## config.mk

```make
export PLATFORM = sky130hd
export DESIGN_NAME = fmul_sched
export DESIGN_NICKNAME = d
export VERILOG_FILES = /design/src/rtl/fmul_sched.sv
export SDC_FILE = /design/constraint.sdc
export NUM_CORES = 1
export LEC_CHECK = 0
export CAP_MARGIN = 20
export CORE_AREA = 2 2 198 200
export CTS_CLUSTER_DIAMETER = 150
export DETAILED_ROUTE_END_ITERATION = 6
export DIE_AREA = 0 0 200 202
export PLACE_DENSITY = 0.66
export SETUP_SLACK_MARGIN = 0.5
export SYNTH_ARGS = -nofsm -noshare
export SYNTH_HDL_FRONTEND = slang
export SYNTH_SLANG_ARGS = --single-unit
```

## constraint.sdc

```tcl
create_clock -name clk -period 2.75 [get_ports clk]
set_input_delay 0.4125 -clock clk [delete_from_list [all_inputs] [get_ports clk]]
set_output_delay 0.4125 -clock clk [all_outputs]
set_load 0.02 [all_outputs]
```

## src/rtl/fmul_sched.sv

```systemverilog
`default_nettype none
// ============================================================================
// Module   : fmul_sched
// Purpose  : Round-robin scheduler sharing one pipelined multiplier among
//            NREQ requesters, holding each product until its requester accepts.
// Revision : 1.0 - initial release
// ============================================================================
module fmul_sched #(
    parameter int N    = 32,
    parameter int NREQ = 4,
    parameter int LAT  = 2
) (
    input  logic              clk,
    input  logic              rst,
    input  logic [NREQ-1:0]   req_vld,
    output logic [NREQ-1:0]   req_rdy,
    input  logic [NREQ*N-1:0] req_a,
    input  logic [NREQ*N-1:0] req_b,
    output logic [NREQ-1:0]   rsp_vld,
    input  logic [NREQ-1:0]   rsp_rdy,
    output logic [NREQ*N-1:0] rsp_data,
    output logic [N-1:0]      mul_a,
    output logic [N-1:0]      mul_b,
    output logic              mul_go,
    input  logic [N-1:0]      mul_res,
    output logic              busy,
    output logic [15:0]       op_cnt
);
    localparam int c_tag_w = (NREQ > 1) ? $clog2(NREQ) : 1;

    logic [NREQ-1:0]    r_outstanding;
    logic [NREQ-1:0]    r_rsp_vld;
    logic [N-1:0]       r_rsp_data [NREQ];
    logic [c_tag_w-1:0] r_last_grant;
    logic [c_tag_w-1:0] r_go_tag;
    logic               r_mul_go;
    logic [N-1:0]       r_mul_a;
    logic [N-1:0]       r_mul_b;
    logic [LAT-1:0]     r_pipe_vld;
    logic [c_tag_w-1:0] r_pipe_tag [LAT];
    logic [15:0]        r_op_cnt;

    logic [NREQ-1:0]    w_eligible;
    logic [NREQ-1:0]    w_req_hs;
    logic [NREQ-1:0]    w_rsp_hs;
    logic               w_grant_any;
    logic [c_tag_w-1:0] w_grant_idx;
    logic [c_tag_w-1:0] w_cand;
    logic [15:0]        w_rsp_cnt;

    // Outstanding still set during the response handshake, so a requester
    // completing this cycle cannot be re-granted until the next one.
    assign w_eligible = req_vld & ~r_outstanding;
    assign w_rsp_hs   = r_rsp_vld & rsp_rdy;

    always_comb begin
        w_grant_any = 1'b0;
        w_grant_idx = '0;
        w_cand      = '0;
        for (int k = 1; k <= NREQ; k++) begin
            w_cand = c_tag_w'((int'(r_last_grant) + k) % NREQ);
            if (!w_grant_any && w_eligible[w_cand]) begin
                w_grant_any = 1'b1;
                w_grant_idx = w_cand;
            end
        end
    end

    always_comb begin
        w_req_hs = '0;
        if (rst && w_grant_any) begin
            w_req_hs[w_grant_idx] = 1'b1;
        end
    end

    always_comb begin
        w_rsp_cnt = '0;
        for (int i = 0; i < NREQ; i++) begin
            w_rsp_cnt = w_rsp_cnt + {15'd0, w_rsp_hs[i]};
        end
    end

    // The tag registered with mul_go acts as the entry point of the tag pipe,
    // so its last stage lines up with mul_res LAT cycles after mul_go.
    always_ff @(posedge clk or negedge rst) begin
        if (!rst) begin
            r_outstanding <= '0;
            r_rsp_vld     <= '0;
            r_last_grant  <= c_tag_w'(NREQ - 1);
            r_go_tag      <= '0;
            r_mul_go      <= 1'b0;
            r_mul_a       <= '0;
            r_mul_b       <= '0;
            r_pipe_vld    <= '0;
            r_op_cnt      <= '0;
            for (int i = 0; i < NREQ; i++) begin
                r_rsp_data[i] <= '0;
            end
            for (int s = 0; s < LAT; s++) begin
                r_pipe_tag[s] <= '0;
            end
        end else begin
            r_mul_go <= w_req_hs[w_grant_idx];
            if (w_req_hs[w_grant_idx]) begin
                r_mul_a      <= req_a[w_grant_idx*N +: N];
                r_mul_b      <= req_b[w_grant_idx*N +: N];
                r_go_tag     <= w_grant_idx;
                r_last_grant <= w_grant_idx;
            end

            r_pipe_vld[0] <= r_mul_go;
            r_pipe_tag[0] <= r_go_tag;
            for (int s = 1; s < LAT; s++) begin
                r_pipe_vld[s] <= r_pipe_vld[s-1];
                r_pipe_tag[s] <= r_pipe_tag[s-1];
            end

            for (int i = 0; i < NREQ; i++) begin
                if (w_req_hs[i]) begin
                    r_outstanding[i] <= 1'b1;
                end else if (w_rsp_hs[i]) begin
                    r_outstanding[i] <= 1'b0;
                end
                if (w_rsp_hs[i]) begin
                    r_rsp_vld[i] <= 1'b0;
                end
                if (r_pipe_vld[LAT-1] && (r_pipe_tag[LAT-1] == c_tag_w'(i))) begin
                    r_rsp_vld[i]  <= 1'b1;
                    r_rsp_data[i] <= mul_res;
                end
            end

            r_op_cnt <= r_op_cnt + w_rsp_cnt;
        end
    end

    for (genvar gi = 0; gi < NREQ; gi++) begin : g_rsp_pack
        assign rsp_data[gi*N +: N] = r_rsp_data[gi];
    end

    assign req_rdy = w_req_hs;
    assign rsp_vld = r_rsp_vld;
    assign mul_a   = r_mul_a;
    assign mul_b   = r_mul_b;
    assign mul_go  = r_mul_go;
    assign busy    = |r_outstanding;
    assign op_cnt  = r_op_cnt;

endmodule
`default_nettype wire

```

Word level (Yosys, flattened, before mapping)

Cells that the tools add are included.

Output and inout port bits: 218
Logic and storage cells: 98
Register bits: 227

Bitwise gates (word level): 3
Reduce and logical (&&, ||, !) cells: 22
Shift operators: 2
Eq/ne operators: 3
Mux-type cells: 33
Add/sub/neg operators: 8
Magnitude comparators: 6

Operator list:

| operator            | number |
|---|---|
| $shiftx 128x8->32   | 2 |
| $mux 1              | 22 |
| $add 16x4->16       | 1 |
| $reduce_bool 2->1   | 8 |
| $lt 2x3->1 const B  | 5 |
| $bmux 1 s2          | 5 |
| $logic_and 1x1->1   | 9 |
| $and 4x4->4         | 2 |
| $mux 2              | 4 |
| $add 2x1->2 const B | 2 |
| $add 2x2->2 const B | 2 |
| $add 3x1->4         | 1 |
| $eq 2x2->1 const B  | 2 |
| $mux 4              | 1 |
| $not 4->4           | 1 |
| $reduce_or 4->1     | 1 |
| $add 2x1->3         | 1 |
| $logic_not 1->1     | 3 |
| $add 1x1->2         | 1 |
| $demux 1 s2         | 1 |
| $eq 2x1->1 const B  | 1 |
| $ge 2x1->1 const B  | 1 |
| $logic_not 2->1     | 1 |

Longest topological paths before layout

Word-level depth: 21
Mapped depth: 10

Worst setup path before layout

Ideal clock, no wire load.

Path type: register -> register
Start: register r_rsp_vld[0], in the netlist rsp_vld[0]
End: register r_op_cnt[10], in the netlist op_cnt[10]
Data arrival time: 2.561 ns
Slack: 0.060 ns
Cell stages (with the launch flop): 11
Setup time: 0.129 ns
Path buffers: 0
Cell sequence: dfrtp_1 nand2_1 fa_1 fa_1 inv_1 fa_1 and3_1 and3_1 and3_1 nand3_1 xnor2_1

Longest elaborated chain between the ends: 5

RTL lines:

| element                         | RTL line | text |
|---|---|---|
| start, declared                 | 32       | `logic [NREQ-1:0] r_rsp_vld;` |
| start signal, assigned          | 88       | `r_rsp_vld <= '0;` |
| start signal, assigned by index | 125      | `r_rsp_vld[i] <= 1'b0;` |
| start signal, assigned by index | 128      | `r_rsp_vld[i] <= 1'b1;` |
| $and 4x4->4                     | 54       | `assign w_rsp_hs = r_rsp_vld & rsp_rdy;` |
| $add 1x1->2                     | 79       | `w_rsp_cnt = w_rsp_cnt + {15'd0, w_rsp_hs[i]};` |
| $add 2x1->3                     | 79       |  |
| $add 3x1->4                     | 79       |  |
| $add 16x4->16                   | 133      | `r_op_cnt <= r_op_cnt + w_rsp_cnt;` |
| end signal, assigned            | 133      |  |
| end, declared                   | 41       | `logic [15:0] r_op_cnt;` |

Every way passes these cells.
A chain may end at the register's enable or synchronous reset.

Worst setup path after layout

Start: register r_last_grant[1]
End: output port req_rdy[2]

Longest elaborated chain between the ends: 18
Elaborated cells between the ends (all ways): 33

RTL lines:

| element                                                        | RTL line | text |
|---|---|---|
| start, declared                                                | 34       | `logic [c_tag_w-1:0] r_last_grant;` |
| start signal, assigned                                         | 89       | `r_last_grant <= c_tag_w'(NREQ - 1);` |
| start signal, assigned                                         | 108      | `r_last_grant <= w_grant_idx;` |
| $add 2x1->2                                                    | 61       | `w_cand = c_tag_w'((int'(r_last_grant) + k) % NREQ);` |
| $bmux 1 s2                                                     | 62       | `if (!w_grant_any && w_eligible[w_cand]) begin` |
| $mux 1 (implied by the code)                                   | 62       |  |
| $mux 1                                                         | 62       |  |
| $logic_not 1->1                                                | 62       |  |
| $logic_and 1x1->1                                              | 62       |  |
| $mux 1                                                         | 62       |  |
| $logic_not 1->1                                                | 62       |  |
| [2 not listed]                                                 | -        |  |
| $logic_not 1->1                                                | 62       |  |
| $logic_and 1x1->1                                              | 62       |  |
| $mux 2                                                         | 62       |  |
| $lt 2x3->1 (implied by the code) or $ge 2x1->1 (tied branches) | 72       | `w_req_hs[w_grant_idx] = 1'b1;` |
| $logic_and 1x1->1 (implied by the code)                        | 72       |  |
| $mux 1 (implied by the code)                                   | 72       |  |
| $demux 1 s2                                                    | 72       |  |
| $mux 4 *                                                       | 71       | `if (rst && w_grant_any) begin` |
| end, declared                                                  | 16       | `output logic [NREQ-1:0] req_rdy,` |

Mark *: on every way between the ends. The rest lies on a longest branch, timed or not. The select of a mux whose other input is x is not followed.

==> reports/qor.json <==
{
  "grt": {
    "first_global_vias": 8996,
    "globalRoute.totalOverflow": 0,
    "track_usage": 0.1727,
    "grt_pass1_wl_mm": 53.61,
    "antenna_found_initial": 0,
    "maximum_number_of_pins_on_one_net_before_global_route_repair": 123
  },
  "timing": {
    "worst_slew_pin_slew_ns": 0.7688,
    "tns_ns": 0,
    "hold_viol_final": 42,
    "worst_slew_margin_rel": 0.4874,
    "drv_slew": 0,
    "fin_skew_ns": 0.01449,
    "layout_min_cycle_time_ns": 2.644,
    "final.hold.worst_slack_ns": -0.04669,
    "grt_setup_unrepaired": "yes",
    "max_clock_freq_ghz": 0.3782,
    "setup_violations": 0,
    "min_period_over_period": 0.9615
  },
  "floorplan": {
    "floorplan.die.height_um": 202,
    "design.portCount": 516,
    "design.die.area_sq_um": 40400,
    "row_count": 72,
    "coreArea_sq_um": 38290,
    "die_x_um": 200,
    "initial_core_util": 0.2676
  },
  "pwr": {
    "cellLeakagePower_nw": 7.700,
    "power_frac_clock": 0.169,
    "netSwitchingPower_w": 0.007989,
    "power.share.sequential": 0.275,
    "intPower_w": 0.01353,
    "worst_ir_drop_on_vdd_v": 0.0005170,
    "power_density_nw_per_um2": 1203,
    "switching_share_of_total_power": 0.3712,
    "combPwrFrac": 0.557
  },
  "critical_path": {
    "worst-path-max-fanout": 7,
    "critical-path-top-delay-family": "flip-flops",
    "cpMaxStageDelayCell": "dfstp_2",
    "crit_cells": 6,
    "setup.worst_path.end_class": "output pin",
    "criticalPathCategory": "flip-flop to output pin",
    "timing.critical_path.required_ns": 2.34,
    "cp_cell_sequence": "or3b_1 > a21oi_2 > buf_4 > a211o_4 > nor3_4 > buf_6",
    "worst-path-buf-inv": 2,
    "critical_path.startpoint_type": "flip-flop",
    "r2r.worst_path.cells": 10,
    "critPathArrivalTime_ns": 2.23,
    "crit_path_max_incr_delay_ns": 0.60
  },
  "routing": {
    "average_wire_per_standard_cell_um": 20.35,
    "route.vias.total": 8684,
    "postRouteAntennaNets": 0,
    "detailedRoute.firstIterationViolations": 297,
    "drt-total-wl_mm": 37.92,
    "viasPerCell": 4.659,
    "detail_route.first_pass.iterations": 4,
    "drc": 0
  },
  "logic_synthesis": {
    "yosys-mux-area-fraction": 0.2658,
    "average_footprint_of_a_synthesized_cell_sq_um": 13.61,
    "synth_compound_area_frac": 0.06913,
    "synthesis.area_sq_um": 10240,
    "yosysMostFrequentCell": "dfrtp_1",
    "synth-main-ff-cell": "dfrtp_1",
    "synth_top_cells_by_area": "dfrtp_1 (55%), mux2_2 (14%), mux2i_1 (13%)",
    "netlist-cell-type-count": 43,
    "synthDominantCellAreaShare": 0.5496,
    "netlist.top_cell.by_area": "dfrtp_1",
    "synth.net_count": 1055,
    "synth_top_family_by_area": "multiplexers",
    "synth_xor_area_frac": 0.01197,
    "adder_cell_share_of_the_synthesized_area": 0.007084,
    "synth.ff_latch_count": 227,
    "synth_edf_count": 0,
    "post_synth_inst_count": 753,
    "async_reset_ff_frac": 1.000,
    "synth_simple_gate_area_frac": 0.05007,
    "yosysWarningCount": 0,
    "ys_top_cells_by_count": "dfrtp_1 (225), mux2_2 (128), mux2i_1 (128)",
    "synth_seq_area_share": 0.5547
  },
  "layout": {
    "final_cells": 1864,
    "final_layout_size_suffix_gt1_frac": 0.2333,
    "syn2layout_area_growth_pct": 74.61,
    "antennaDiodeCount": 0,
    "layout.nets": 1628
  },
  "clock_network": {
    "cts_root_buffer": "clkbuf_16",
    "holdBufCountCts": 0,
    "cts_htree_levels": 1,
    "clockBufferDepth": 3,
    "clk_transition_reported_paths_ns": 0.07,
    "tritoncts.num_buffers": 26,
    "cts.sink_count": 227,
    "cts_tree": "done",
    "worst_skew_pair.late_latency_ns": 0.55
  },
  "place": {
    "placement.io_buffers": 515,
    "place.detailed.instances": 1777,
    "gp_routability_congestion": 0.8691,
    "dpl.hpwl_mm": 27.16
  },
  "run_status": {
    "violations": "negative hold slack",
    "run_status": "complete, but fails checks"
  },
  "worst_hold_path": {
    "worst_hold_path_type": "primary input to async pin"
  },
  "job": {
    "max_cap_viol_count": 0
  }
}
-- power groups by stage --
stage               clock, W  combinational [W]  sequential, W
floorplan                  0            0.00401        0.00767
finish               0.00363             0.0120        0.00591
CTS                  0.00372             0.0111        0.00591
global route         0.00385             0.0126        0.00610
global placement           0             0.0103        0.00589
detailed placement         0             0.0104        0.00594
-- layer usage --
layer / GRT usage / wire length, um / part of all wire / vias to the layer above
met3: 0.03888 / 2670 / 0.070 / 62
li1: - / - / - / 3932
met2: 0.3041 / 19160 / 0.51 / 370
met5: 0 / 0 / 0 / -
met1: 0.2084 / 15060 / 0.40 / 4320
met4: 0.05291 / 1029 / 0.027 / 0
-- logic make-up after synthesis --
logic type	after synthesis
XOR/XNOR	14
AND/OR/NAND/NOR	109
AO/OA/AOI/OAI	85
adder cells (fa/ha/maj)	4
flip-flops	227
multiplexers	256
buffers and inverters	58
-- area by class of cell --
| type | count | area, sq um |
|---|---|---|
| Sequential cell | 227 | 5687 |
| Multi-Input combinational cell | 468 | 4399 |
| Fill cell | 3438 | 20400 |
| Timing Repair Buffer | 592 | 6211 |
| Inverter | 11 | 41.29 |
| Tap cell | 518 | 648.1 |
| Clock inverter | 13 | 177.7 |
| Clock buffer | 35 | 724.4 |
-- through the flow --
stage / setup WS [ns] / hold slack [ns] / power [W] / instance area, sq um / util
floorplan: 0.2737 / 0.1169 / 0.01168 / 10280 / -
global placement: -0.2271 / 0.3355 / 0.01621 / 16100 / 0.4204
detailed placement: -0.2560 / 0.3372 / 0.01637 / 16100 / 0.4204
CTS: 0.1012 / 0.003932 / 0.02077 / 17340 / 0.4529
global route: 0.03277 / 0.008550 / 0.02259 / 17890 / 0.4672
finish: 0.1058 / -0.04669 / 0.02152 / 17890 / 0.4672
-- cell usage in the layout, fill, tap and decap left out, types with 3 or more instances in the layout --
master / instances
mux2i_1: 110
nand3b_1: 3
xor2_1: 4
buf_16: 7
clkinv_2: 5
o221ai_1: 60
nand2_2: 4
mux2_2: 128
a21o_1: 7
xnor2_1: 9
clkbuf_8: 4
bufinv_16: 3
buf_8: 4
mux2i_4: 4
dfrtp_1: 222
clkbuf_16: 35
and3_4: 4
buf_12: 9
mux2i_2: 14
nand2_1: 72
clkbuf_1: 5
inv_1: 8
and3_1: 4
inv_2: 3
nand3_2: 3
dfrtp_2: 3
buf_6: 13
o221ai_2: 4
buf_4: 40
clkdlybuf4s50_1: 509
o21ai_0: 4
-- timing repair --
item,CTS,global route
buffers inserted,11,14
resized for setup,45,47
gates cloned,4,10
endpoints found under the setup margin,55,77
pin swaps,12,28
-- flip-flops by register name, summed over array words and instances, names as in the netlist --
signal	cells
mul_b	32
r_pipe_vld	2
mul_go	1
r_outstanding	4
mul_a	32
r_last_grant	2
op_cnt	16
rsp_data	128
r_pipe_tag	4
rsp_vld	4
r_go_tag	2
-- worst paths after layout --
| path | startpoint | end | slack [ns] |
|---|---|---|---|
| max in group asynchronous | rst | rsp_vld[0] | 1.56 |
| min reg2reg | r_pipe_tag[2] | r_pipe_tag[0] | 0.35 |
| min | rst | rsp_data[103] | -0.05 |
| min in group clk | rst | mul_go | 0.29 |
| max reg2reg | rsp_vld[0] | op_cnt[10] | 0.31 |
| max | r_last_grant[1] | req_rdy[2] | 0.11 |
Note: power is estimated with default switching activity, not from simulation.
